===== config.mk =====
export PLATFORM = sky130hd
export DESIGN_NAME = riscv_wb_loadq
export DESIGN_NICKNAME = d
export VERILOG_FILES = /design/src/rtl/riscv_wb_loadq.sv
export SDC_FILE = /design/constraint.sdc
export NUM_CORES = 1
export LEC_CHECK = 0
export ABC_AREA = 1
export CORE_MARGIN = 1.5
export CORE_UTILIZATION = 40
export DETAILED_ROUTE_END_ITERATION = 8
export GPL_ROUTABILITY_DRIVEN = 0
export PLACE_DENSITY = 0.61
export SLEW_MARGIN = 5
export SYNTH_ARGS = -nofsm -noshare
export SYNTH_HDL_FRONTEND = slang
export SYNTH_SLANG_ARGS = --single-unit

===== constraint.sdc =====
create_clock -name clk_i -period 6.8 [get_ports clk_i]
set_input_delay 1.36 -clock clk_i [delete_from_list [all_inputs] [get_ports clk_i]]
set_output_delay 1.36 -clock clk_i [all_outputs]
set_load 0.005 [all_outputs]

===== src/rtl/riscv_wb_loadq.sv =====
// -----------------------------------------------------------------------------
// riscv_wb_loadq
//   In-order writeback queue that sits between the memory stage and the
//   register file. Instructions enter in program order; non-load entries may
//   retire as soon as they reach the head. Load entries wait for their in-order
//   data-memory response. A response may also retire the head load in the same
//   cycle it arrives (bypass).
//
//   A faulting load, or a flush, discards every younger entry. Loads that were
//   already issued but never answered are remembered in a drop counter, so that
//   their late responses are swallowed instead of landing on live loads.
//
// Ports
//   clk_i, rst_i              clock, synchronous active-high reset
//   mem_valid_i/mem_ready_o   enqueue handshake from the memory stage
//   mem_pc_i, mem_dst_i       PC and destination register of the instruction
//   mem_r_i                   execute result (non-load instructions)
//   mem_load_i                instruction is a load awaiting a response
//   mem_size_i                load size: 0 byte, 1 half, 2 word, 3 double
//   mem_unsigned_i            zero-extend the loaded value
//   mem_memadr_i              load address (alignment and fault reporting)
//   dmem_ack_i/dmem_err_i     in-order load response / access fault
//   dmem_q_i                  raw response data
//   flush_i                   discard all queued instructions
//   wb_valid_o                single-cycle retire strobe
//   wb_we_o, wb_err_o         register write enable, load fault
//   wb_pc_o, wb_dst_o, wb_r_o retired PC, destination and write data
//   wb_badaddr_o              address of the last faulting load
//   occupancy_o               number of live queue entries
// -----------------------------------------------------------------------------
module riscv_wb_loadq #(
  parameter int unsigned     XLEN    = 32,
  parameter int unsigned     DEPTH   = 4,
  parameter logic [XLEN-1:0] PC_INIT = 'h200
) (
  input  logic                     clk_i,
  input  logic                     rst_i,
  input  logic                     mem_valid_i,
  output logic                     mem_ready_o,
  input  logic [XLEN-1:0]          mem_pc_i,
  input  logic [4:0]               mem_dst_i,
  input  logic [XLEN-1:0]          mem_r_i,
  input  logic                     mem_load_i,
  input  logic [1:0]               mem_size_i,
  input  logic                     mem_unsigned_i,
  input  logic [XLEN-1:0]          mem_memadr_i,
  input  logic                     dmem_ack_i,
  input  logic                     dmem_err_i,
  input  logic [XLEN-1:0]          dmem_q_i,
  input  logic                     flush_i,
  output logic                     wb_valid_o,
  output logic                     wb_we_o,
  output logic                     wb_err_o,
  output logic [XLEN-1:0]          wb_pc_o,
  output logic [XLEN-1:0]          wb_r_o,
  output logic [XLEN-1:0]          wb_badaddr_o,
  output logic [4:0]               wb_dst_o,
  output logic [$clog2(DEPTH):0]   occupancy_o
);

  localparam int unsigned PTRW  = $clog2(DEPTH);
  localparam int unsigned CNTW  = PTRW + 1;
  // Drops accumulate across back-to-back flushes, so give headroom above DEPTH.
  localparam int unsigned DROPW = PTRW + 4;
  // Byte offset inside an XLEN word used to align load data.
  localparam int unsigned OFFW  = (XLEN == 64) ? 3 : 2;

  typedef logic [PTRW-1:0] ptr_t;

  typedef struct packed {
    logic [XLEN-1:0] pc;
    logic [4:0]      dst;
    logic [XLEN-1:0] r;     // execute result, or raw load data once answered
    logic [XLEN-1:0] adr;
    logic            load;
    logic [1:0]      size;
    logic            uns;
    logic            resp;  // load response has been stored
    logic            err;
  } entry_t;

  entry_t           q [DEPTH];
  ptr_t             head, tail;
  logic [CNTW-1:0]  count;
  logic [DROPW-1:0] drop_cnt;

  ptr_t             slot [DEPTH];  // queue index of the k-th oldest entry
  logic             live [DEPTH];
  logic             pend_after [DEPTH];

  entry_t           hd;
  logic             enq, rsp, rsp_found, rsp_apply, drop_dec;
  ptr_t             rsp_idx;
  logic [CNTW-1:0]  pend_all, pend_young;
  logic             bypass, ret, ret_err, fault, discard;
  logic [XLEN-1:0]  ret_raw, ret_r;
  logic [DROPW-1:0] drop_add, drop_next;

  // Shift the response to the addressed byte lane, truncate to the access
  // size and extend. Building the result at 64 bits keeps one code path for
  // both XLEN values; for XLEN=32 size 3 degenerates to the word case.
  function automatic logic [XLEN-1:0] load_align(input logic [XLEN-1:0] data,
                                                 input logic [OFFW-1:0] off,
                                                 input logic [1:0]      size,
                                                 input logic            uns);
    logic [XLEN-1:0] sh;
    logic [63:0]     ext;
    sh = data >> {off, 3'b000};
    case (size)
      2'd0:    ext = {{56{~uns & sh[7]}},  sh[7:0]};
      2'd1:    ext = {{48{~uns & sh[15]}}, sh[15:0]};
      2'd2:    ext = {{32{~uns & sh[31]}}, sh[31:0]};
      default: ext = 64'(sh);
    endcase
    return ext[XLEN-1:0];
  endfunction

  assign rsp         = dmem_ack_i | dmem_err_i;
  // Readiness looks only at the registered occupancy, so a retirement in this
  // cycle cannot open a slot combinationally.
  assign mem_ready_o = ~rst_i & ~flush_i & (count < CNTW'(DEPTH));
  assign enq         = mem_valid_i & mem_ready_o;
  assign occupancy_o = count;
  assign hd          = q[head];

  // NOTE: combinational blocks use blocking '=' and give every output a value
  //       on every path, so no latches are inferred.
  always_comb begin
    for (int k = 0; k < DEPTH; k++) begin
      slot[k] = head + ptr_t'(k);
      live[k] = CNTW'(k) < count;
    end
  end

  always_comb begin
    // The response target is the oldest live load still waiting for data.
    rsp_found = 1'b0;
    rsp_idx   = head;
    for (int k = 0; k < DEPTH; k++) begin
      if (!rsp_found && live[k] && q[slot[k]].load && !q[slot[k]].resp) begin
        rsp_found = 1'b1;
        rsp_idx   = slot[k];
      end
    end
    drop_dec  = rsp & (drop_cnt != '0);
    rsp_apply = rsp & (drop_cnt == '0) & rsp_found;

    // Loads still unanswered after this cycle's response has been applied;
    // these are the ones whose responses must later be dropped.
    pend_all   = '0;
    pend_young = '0;
    for (int k = 0; k < DEPTH; k++) begin
      pend_after[k] = live[k] && q[slot[k]].load && !q[slot[k]].resp &&
                      !(rsp_apply && (rsp_idx == slot[k]));
      pend_all = pend_all + CNTW'(pend_after[k]);
      if (k != 0) pend_young = pend_young + CNTW'(pend_after[k]);
    end

    bypass  = rsp_apply && (rsp_idx == head);
    ret     = (count != '0) && !flush_i && (!hd.load || hd.resp || bypass);
    ret_raw = bypass ? dmem_q_i : hd.r;
    ret_err = hd.load && (bypass ? dmem_err_i : hd.err);
    ret_r   = hd.load ? load_align(ret_raw, hd.adr[OFFW-1:0], hd.size, hd.uns) : hd.r;
    fault   = ret && ret_err;
    discard = flush_i || fault;

    // An instruction accepted in the fault cycle is younger than the faulting
    // load and is discarded with the rest; if it is a load its response is
    // still coming and must be dropped too.
    drop_add = '0;
    if (flush_i)    drop_add = DROPW'(pend_all);
    else if (fault) drop_add = DROPW'(pend_young) + DROPW'(enq & mem_load_i);
    drop_next = drop_cnt - DROPW'(drop_dec) + drop_add;
  end

  // NOTE: queue storage carries no reset; head, tail and count alone decide
  //       which entries are live, so stale contents are never observed.
  always_ff @(posedge clk_i) begin
    if (enq) begin
      q[tail] <= '{pc: mem_pc_i, dst: mem_dst_i, r: mem_r_i, adr: mem_memadr_i,
                   load: mem_load_i, size: mem_size_i, uns: mem_unsigned_i,
                   resp: 1'b0, err: 1'b0};
    end
    if (rsp_apply) begin
      q[rsp_idx].resp <= 1'b1;
      q[rsp_idx].err  <= dmem_err_i;
      q[rsp_idx].r    <= dmem_q_i;
    end
  end

  // NOTE: sequential state uses non-blocking '<=' so every register samples
  //       the pre-edge values computed above.
  always_ff @(posedge clk_i) begin
    if (rst_i) begin
      head         <= '0;
      tail         <= '0;
      count        <= '0;
      drop_cnt     <= '0;
      wb_valid_o   <= 1'b0;
      wb_we_o      <= 1'b0;
      wb_err_o     <= 1'b0;
      wb_pc_o      <= PC_INIT;
      wb_dst_o     <= '0;
      wb_r_o       <= '0;
      wb_badaddr_o <= '0;
    end else begin
      if (discard) begin
        head  <= '0;
        tail  <= '0;
        count <= '0;
      end else begin
        head  <= head + ptr_t'(ret);
        tail  <= tail + ptr_t'(enq);
        count <= count + CNTW'(enq) - CNTW'(ret);
      end
      drop_cnt   <= drop_next;
      wb_valid_o <= ret;
      wb_we_o    <= ret && (hd.dst != 5'd0) && !ret_err;
      wb_err_o   <= fault;
      if (ret) begin
        wb_pc_o  <= hd.pc;
        wb_dst_o <= hd.dst;
        wb_r_o   <= ret_r;
      end
      if (fault) wb_badaddr_o <= hd.adr;
    end
  end

endmodule


==> impl_results.md <==
- Outcome: finished clean
- Hold Vio Cnt, Final: 0
- Synth-to-Final Area Change: 22.5%
- Initial Util: 0.407
- Clock Power Share: 0.450
- CP most frequent cell: inv_1
- Critical path class: reg2reg
- Max stage delay on crit path: 630 ps
- Total Power: 7.54 mW
- Storage element area: 15200 sq um
- Post-synthesis cell count: 2015
- Slew @ Worst Pin: 1110 ps
- Slew headroom: 0.259
- P_int: 5.89 mW
- Max capacitance violation total: 0
- Synth warn: 0
- Commonest non-fill, non-tap cell in the layout: edfxtp_1
- H-tree depth: 2
- Static leakage: 10.1 nW
- Core Area: 56600 sq um
- Power per cell area: 267 nW/um^2
- Routed len/inst: 23.2 um
- Top-Level Pins: 251
- Drt total wl: 69800 um
- CP required: 7350 ps
- CTS Root Cell: clkbuf_16
- TritonCTS clock tree: built
- Initial antenna violation count: 6
- Cts bufs inserted: 56
- Tcrit/Tclk final: 0.810
- Ys flop type: edfxtp_1
- DRC viols: 0
- Setup TNS: 0 ps
- Vias/cell: 5.70
- F_max: 0.181 GHz
- I/O Buffers: 250
- Crit path max fanout: 20
- Fin. max-slew vios: 0
- Layout Skew: 20.4 ps
- Library cells used by synthesis: 42
- CP Launch Type: flip-flop
- Net Count, Synth: 2181
- Largest net degree at the start of global routing: 107
- Row Count: 87
- Comb pwr share: 0.066
- Setup bufs post-CTS: 0
- Finished Cell Area: 28200 sq um
- Post-synth EDFFs: 424
- CTS clk-pin slew, worst paths: 60 ps
- Most frequent cells in the layout: edfxtp_1 (424), clkdlybuf4s50_1 (250), o21ai_0 (242)
- Register area share after synthesis: 0.658
- Filler Cells Inserted: 5027
- CTS max path bufs: 3
- Global-route wire length before repair: 105000 um
- Unrepaired setup endpoints after global routing: no
- Area contributors post-synth: edfxtp_1 (55%), dfxtp_1 (11%), o21ai_0 (5.3%)
- Die X: 243 um
- P_sw: 1.64 mW
- Worst endpoint data arrival time: 6060 ps
- Die H: 243 um
- Synth Area per Inst: 11.4 sq um
- Detail Route Antenna Nets: 0
- Synth top area share: 0.553
- Mapped Area: 23000 sq um
- Layout cells sized above 1: 0.0838
- Peak supply drop: 204 uV
- Fraction of registers with async set/reset: 0
- DRT Pass-1 Iters: 6
- Iter 0 DRT Violations: 1582
- Endpoints failing setup: 0
- Post-DP HPWL: 40900 um
- CTS resizes: 0
- Grt ovf: 0
- Cell taking the most area after synthesis: edfxtp_1
- Seq cells post-synth: 545
- Clock Latency Late Sink: 630 ps
- Total global-route track usage: 0.233
- Placed Area: 26200 sq um
- Vias: 17178
- Area of the multi-input gates: 6810 sq um
- Net Sw Frac: 0.218
- Hold Buf Count CTS: 0
- NumNets Final: 2374
- Sequential Power Share: 0.484
- Diode count: 0
- Critical Path End Type: flip-flop
- Vias in the first global route: 17068
- Final min period: 5510 ps
- Sink Count: 545
- Die footprint: 59000 sq um
- Critical path's slowest cell: dfxtp_1
- Hold WC Path Type: reg2reg
==> path summary, 6_finish.rpt <==
check / startpoint / to / slack (ps) / cells past startpoint
hold reg to reg: wb_r_o[22] / wb_r_o[22] / 470 / 2
hold / removal: wb_r_o[22] / wb_r_o[22] / 470 / 2
setup / recovery: head[0] / drop_cnt[5] / 1290 / 34
setup reg to reg: head[0] / drop_cnt[5] / 1290 / 34
==> layer usage <==
| metal | global-route usage | up-vias | routed length [um] |
|---|---|---|---|
| li1 | - | 7872 | - |
| met1 | 0.300 | 8441 | 28800 |
| met2 | 0.382 | 697 | 33000 |
| met3 | 0.0510 | 156 | 5310 |
| met4 | 0.0923 | 12 | 2640 |
| met5 | 0 | - | 65 |
==> flip-flops by register name, indices dropped and copies added (netlist names) <==
name          count
wb_badaddr_o     32
q               428
wb_err_o          1
occupancy_o       3
wb_r_o           32
drop_cnt          6
wb_valid_o        1
wb_we_o           1
head              2
tail              2
wb_dst_o          5
wb_pc_o          32
==> kinds of logic (layout without fill, tap and decap cells) <==
logic type	count (synthesis)	count (layout)	share of synthesized area
buf+inv	268	509	0.0480
xor+xnor	3	3	0.00114
simple gates	585	585	0.119
fa+ha+maj	23	23	0.0138
flops	545	545	0.658
compound gates	591	591	0.160
==> power by group through the flow <==
| stage | logic, mW | clock network [mW] | registers [mW] |
|---|---|---|---|
| floorplan | 0.259 | 0 | 3.72 |
| global placement | 0.485 | 0 | 3.72 |
| detailed placement | 0.495 | 0 | 3.72 |
| CTS | 0.498 | 3.45 | 3.65 |
| global route | 0.557 | 3.57 | 3.65 |
| finish | 0.497 | 3.39 | 3.65 |
==> area by class of cell <==
type	instances	area share
Clock inverter	36	0.0190
Multi-Input combinational cell	1202	0.241
Clock buffer	70	0.0540
Inverter	123	0.0168
Sequential cell	545	0.537
Timing Repair Buffer	280	0.0984
Tap cell	756	0.0335
==> critical path: cells and delay by family (launching register included) <==
family | cells | cell delay [ps]
adders and majority gates | 5 | 1470
AOI/OAI and AO/OA | 5 | 720
DFF | 1 | 630
buffers and inverters | 10 | 910
and+or+nand+nor | 14 | 1700
==> synth_stat cells (6+ instances only) <==
library cell and number:
buf_2 36, nand2_1 245, a22o_1 83, buf_1 19, edfxtp_1 424, o21ai_1 11
nand4_1 7, inv_1 114, nand3_2 9, a221oi_1 79, ha_1 19, a31oi_1 14
buf_6 6, o21ai_0 242, a22oi_1 26, a21oi_1 125, dfxtp_1 121, clkbuf_1 82
nand3_1 236, nand2_2 11, nor2_1 48
==> stage by stage <==
stage	hold WS [ps]	worst slack, ps	util	std cells
after floorplan	462	1010	-	2015
after global placement	463	1230	0.462	2906
after detailed placement	457	1210	0.462	2906
after CTS	466	1360	0.499	3012
after global routing	498	806	0.499	3012
final	466	1290	0.499	3012
Power figures use the tool's default switching activity.
